$ cat src/rtl/hazard_tracker.sv
// Scoreboard shadowing the EX/MEM/WB slots of the 5-stage pipeline: forwarding sources, load-use stalls, data waits.
// Define HAZARD_STATS_EN to build the saturating stall_count statistics counter.
module hazard_tracker #(
    parameter int unsigned REG_W = 5
) (
    input  logic             CLK,
    input  logic             RST,
    input  logic             ihit,
    input  logic             dhit,
    input  logic [REG_W-1:0] id_rs,
    input  logic [REG_W-1:0] id_rt,
    input  logic [REG_W-1:0] id_dest,
    input  logic             id_wen,
    input  logic             id_memrd,
    input  logic             id_memwr,
    input  logic             flush,
    output logic [REG_W-1:0] reg_wr_mem,
    output logic [REG_W-1:0] reg_wr_wb,
    output logic             wen_ex_mem,
    output logic             wen_mem_wb,
    output logic             stall_id,
    output logic             bubble_ex,
    output logic             freeze,
    output logic [31:0]      stall_count
);

    typedef struct packed {
        logic [REG_W-1:0] dest;
        logic             wen;
        logic             memrd;
        logic             memwr;
    } slot_t;

    typedef enum logic [1:0] {RUN, LU_STALL, DWAIT} state_t;

    state_t           state;
    slot_t            ex_q;
    slot_t            mem_q;
    slot_t            id_slot;
    logic [REG_W-1:0] wb_dest;
    logic             wb_wen;
    logic             mem_busy;
    logic             advance;
    logic             lu;

    always_comb begin
        id_slot       = '0;
        id_slot.dest  = id_dest;
        // a write to $zero is never a forwarding source
        id_slot.wen   = id_wen & (id_dest != '0);
        id_slot.memrd = id_memrd;
        id_slot.memwr = id_memwr;
    end

    always_comb begin
        mem_busy  = (mem_q.memrd | mem_q.memwr) & ~dhit;
        advance   = ihit & ~mem_busy;
        lu        = ex_q.memrd & ex_q.wen & ((ex_q.dest == id_rs) | (ex_q.dest == id_rt));
        freeze    = mem_busy;
        stall_id  = lu & ~flush;
        bubble_ex = lu | flush;
    end

    assign reg_wr_mem = mem_q.dest;
    assign wen_ex_mem = mem_q.wen;
    assign reg_wr_wb  = wb_dest;
    assign wen_mem_wb = wb_wen;

    always_ff @(posedge CLK or posedge RST) begin
        if (RST) begin
            state <= RUN;
        end else begin
            case (state)
                RUN: begin
                    if (mem_busy)
                        state <= DWAIT;
                    else if (advance & lu & ~flush)
                        state <= LU_STALL;
                end
                LU_STALL: begin
                    if (mem_busy)
                        state <= DWAIT;
                    else if (advance)
                        state <= RUN;
                end
                DWAIT: begin
                    if (dhit)
                        state <= RUN;
                end
                default: state <= RUN;
            endcase
        end
    end

    always_ff @(posedge CLK or posedge RST) begin
        if (RST) begin
            ex_q    <= '0;
            mem_q   <= '0;
            wb_dest <= '0;
            wb_wen  <= 1'b0;
        end else if (advance) begin
            wb_dest <= mem_q.dest;
            wb_wen  <= mem_q.wen;
            mem_q   <= ex_q;
            ex_q    <= bubble_ex ? '0 : id_slot;
        end else begin
            // WB retires into a bubble so a held write is presented only once
            wb_dest <= '0;
            wb_wen  <= 1'b0;
        end
    end

`ifdef HAZARD_STATS_EN
    logic [31:0] stall_q;

    always_ff @(posedge CLK or posedge RST) begin
        if (RST)
            stall_q <= '0;
        else if ((stall_id | freeze) && (stall_q != '1))
            stall_q <= stall_q + 32'd1;
    end

    assign stall_count = stall_q;
`else
    assign stall_count = '0;
`endif

endmodule
$ cat config.mk
export PLATFORM = sky130hd
export DESIGN_NAME = hazard_tracker
export DESIGN_NICKNAME = d
export VERILOG_FILES = /design/src/rtl/hazard_tracker.sv
export SDC_FILE = /design/constraint.sdc
export NUM_CORES = 1
export LEC_CHECK = 0
export BUFFER_PORTS_ARGS = -buffer_cell sky130_fd_sc_hd__clkbuf_2
export CAP_MARGIN = 20
export CORE_MARGIN = 1.5
export CORE_UTILIZATION = 44
export CTS_CLUSTER_SIZE = 16
export DETAILED_ROUTE_END_ITERATION = 8
export PLACE_DENSITY = 0.81
export SYNTH_ARGS = -nofsm -noshare
export SYNTH_HDL_FRONTEND = slang
export SYNTH_SLANG_ARGS = --single-unit
$ cat constraint.sdc
create_clock -name CLK -period 1.5 [get_ports CLK]
set_input_delay 0.3 -clock CLK [delete_from_list [all_inputs] [get_ports CLK]]
set_output_delay 0.3 -clock CLK [all_outputs]
set_load 0.02 [all_outputs]
After elaboration in Yosys (flattened, before gate mapping)
Index checks and enable logic that the tools add are counted.
- bits in latches: 0
- ROM bits: 0
- word-level logic and storage cells: 28
- bits in writable memories: 0
- output and inout port bits: 47
- register bits after elaboration: 22
- memories kept: 0
- divide/modulo/power cells: 0
- equality and inequality tests: 2
- reduce and logical (&&, ||, !) cells: 1
- multiplexer cells: 3
- order comparisons: 0
- $add $sub $neg: 0
- shifts and indexed selects: 0
- multiply operators: 0
- bitwise gates (word level): 12
- operator list (kind ; number):
    5-bit == test ; 2
    8-bit 2-to-1 mux ; 1
    1-bit bitwise AND ; 6
    5-bit 2-to-1 mux ; 1
    5-bit nonzero test ; 1
    1-bit NOT ; 3
    1-bit OR ; 3
    1-bit 2-to-1 mux ; 1

Logic depth before layout (Yosys ltp)
- word-level depth: 5
- depth in mapped cells: 5

Worst setup path after synthesis
No wires, ideal clock.
- kind: register to output
- from: register ex_q[5] in the netlist's numbering
- to: output port stall_id
- data arrival time: 1.141 ns
- cell stages (with the launch flop): 5
- setup slack: 0.059 ns
- cells stage by stage: dfrtp_1 xnor2_1 nand4_1 o22ai_1 and2_1
- cells in the longest elaborated chain, start to end: 4
- elaborated cells on any way between the ends: 5
- RTL lines (what ; line ; text):
    from (decl) ; 37 ; slot_t ex_q;
    from (signal assigned) ; 105 ; ex_q <= bubble_ex ? '0 : id_slot;
    5-bit == test ; 58 ; lu = ex_q.memrd & ex_q.wen & ((ex_q.dest == id_rs) | (ex_q.dest == id_rt));
    1-bit OR (*) ; 58 ;
    1-bit bitwise AND (*) ; 58 ;
    1-bit bitwise AND (*) ; 60 ; stall_id = lu & ~flush;
    to (decl) ; 21 ; output logic stall_id,
Every way passes the cells marked *; elsewhere a longest branch is shown, timed or not.

Worst setup path after layout
- from: register ex_q[6] in the netlist's numbering
- to: output port stall_id
Same word-level chain as after synthesis.

==> metrics.md <==
| Metric | Value |
|---|---|
| Max-capacitance violation count | 0 |
| Critical path type | reg2out |
| Final setup margin | -0.381 ns |
| DP Wirelength | 1.70 mm |
| Min-Delay Path Depth | 3 |
| Total power | 0.00185 W |
| Die Span Y | 57.1 um |
| Cell taking the most area after synthesis | dfrtp_1 |
| CP arrival | 1.58 ns |
| Full die area | 0.00326 mm^2 |
| Sink Count | 22 |
| Clk Latency, worst-skew pair | 0.31 ns |
| Register area share after synthesis | 0.428 |
| Routed wire per std cell | 11.0 um |
| Port-buffer cells | 37 |
| Failing checks | setup timing |
| Crit share post-route | 1.25 |
| Fin util | 0.532 |
| GR Overflow Total | 0 |
| Mapped Area | 0.00129 mm^2 |
| Die X | 57.1 um |
| Post-Syn Instances | 123 |
| DR vias/cell | 4.47 |
| Reg-to-reg setup timing slack | 0.12 ns |
| Antenna violation net count after detailed routing | 0 |
| PD cells | 1260 mW/mm^2 |
| Worst min path class | in2reg |
| Via count | 877 |
| Critical Path Fanout Max | 3 |
| Area after DPL | 0.00136 mm^2 |
| Clock slew at reported path FFs | 0.11 ns |
| CTS tree | yes |
| Nets | 190 |
| Largest net degree at the start of global routing | 23 |
| Drt pass-1 iters | 4 |
| RSZ-0062 raised after global routing | yes |
| Final WL | 2.15 mm |
| Top area cells in the synthesized netlist | dfrtp_1 43%, buf_4 22%, mux2_2 7.0%, xnor2_1 6.8%, o31ai_1 4.1% |
| Syn Area/Cell | 10.5 um^2 |
| Placeable Area | 0.00276 mm^2 |
| Number of global-route vias before repair | 733 |
| Final Hold Fails | 0 |
| CP endpoint kind | primary output |
| CTS root buf | clkbuf_4 |
| Worst Clk Skew | 0.00369 ns |
| Area Growth Syn to Fin | 14.0% |
| Count of cell types in the netlist | 20 |
| # H-tree levels | 1 |
| Max VDD drop | 0.922 mV |
| Antenna Diode Count | 0 |
| #FFs+latches synth | 22 |
| LEAKAGE | 0.816 nW |
| Drt initial violations | 17 |
| Critical path launch point type | register |
| Setup TNS | -0.717 ns |
| Multi-input logic area | 533 um^2 |
| Gr usage total | 0.133 |
| DRC violations left | 0 |
| CP Data Required Time | 1.20 ns |
| Layout cells sized above 1 | 0.370 |
| Setup-failing EPs final | 2 |
| Fill count | 244 |
| FP Rows | 19 |
| FF+latch area | 551 um^2 |
| Min Tclk post-route | 1.88 ns |
| Final Max Tran Viols | 0 |
| Clock Path Buffers | 2 |
| Worst Reg2Reg Path Length in Cells | 5 |
| Initial Util | 0.466 |
| Status | finished with violations |
| Synth Warn # | 0 |
| Num CTS Buffers | 3 |
| Top-area cell type share of the netlist area | 0.428 |
| Placement Setup Slack | -0.0720 ns |
| F_max | 532 MHz |
| Final instance area | 0.00147 mm^2 |
| I/O pins | 70 |
| Global-route wire length before repair | 3.18 mm |
| Initial antenna violation count | 0 |
| RePlAce Congestion | 0.868 |
==> through the flow <==
stage          hold WS (ns)  cells
6_report              0.198    196
5_1_grt               0.197    196
4_1_cts               0.193    193
3_5_place_dp          0.328    187
3_3_place_gp          0.321    187
2_1_floorplan         0.289    154
==> report_power, final <==
group          switching, W  leakage [nW]  internal, W
clock              0.000163        0.0138    0.0000940
sequential         0.000124         0.290     0.000742
combinational      0.000413         0.511     0.000317
total              0.000700         0.816      0.00115
==> per-layer routing <==
metal  vias to the layer above  wire, um  GRT usage
li1                        418         -          -
met1                       390       896      0.152
met2                        60       968      0.212
met3                         9       196     0.0317
met4                         0        86      0.110
met5                         -         0          0
==> repair_timing <==
item,in CTS,in global routing
resized for setup,5,2
buffers inserted,2,3
hold endpoints to repair,22,0
setup endpoints to repair,7,11
hold buffers,1,0
pin swaps,8,2
==> registers in the layout, indices dropped and copies added (netlist names) <==
name,count
ex_q,8
reg_wr_mem,5
reg_wr_wb,5
mem_q,2
wen_ex_mem,1
wen_mem_wb,1
==> critical path: stages, from the launching register on <==
cell and delay [ns]:
dfrtp_1 0.43, xnor2_1 0.18, nand3_1 0.16, o22ai_1 0.20
and2_1 0.16, clkbuf_8 0.14
==> synthesized netlist by cell type <==
library cell / number
and2_1: 1
and3_1: 6
buf_2: 1
buf_4: 37
buf_6: 1
conb_1: 1
dfrtp_1: 22
inv_1: 10
mux2_2: 8
nand2_1: 8
nand2_2: 1
nand3_1: 2
nand4_1: 3
o21ai_0: 1
o21bai_2: 1
o221ai_4: 1
o22ai_1: 1
o31ai_1: 7
o31ai_2: 1
xnor2_1: 10
==> area by class of cell <==
| type | instances | share of cell area |
|---|---|---|
| inverter | 10 | 0.0256 |
| tap | 31 | 0.0265 |
| timing repair buffer | 47 | 0.194 |
| clock buffer | 3 | 0.0154 |
| sequential | 22 | 0.375 |
| multi-input combinational | 83 | 0.363 |
==> cell families after synthesis <==
kind of cell              count (synthesis)  synth area share
muxes                                     8            0.0700
xor gates and xnor gates                 10            0.0681
AOI/OAI and AO/OA                        12            0.0885
buffers and inverters                    49             0.258
DFF                                      22             0.428
other                                     1           0.00292
and+or+nand+nor                          21            0.0846
==> cell usage in the layout (no fill, tap or decap), drive strengths merged <==
cell type,count
clkbuf,40
conb,32
dfrtp,22
inv,10
xnor2,10
nand2,9
buf,9
mux2,8
o31ai,8
and3,6
nand4,3
nand3,2
o21bai,1
o221ai,1
o22ai,1
and2,1
o21ai,1
dlygate4sd3,1
==> worst paths after layout <==
check	to	from
setup / recovery	stall_id	ex_q[6]
hold / removal	ex_q[0]	id_memwr
setup reg to reg	ex_q[1]	ex_q[6]
hold reg to reg	ex_q[0]	ex_q[0]
max in group asynchronous	reg_wr_wb[2]	RST
min in group asynchronous	ex_q[4]	RST
Note: power is estimated with default switching activity, not from simulation.
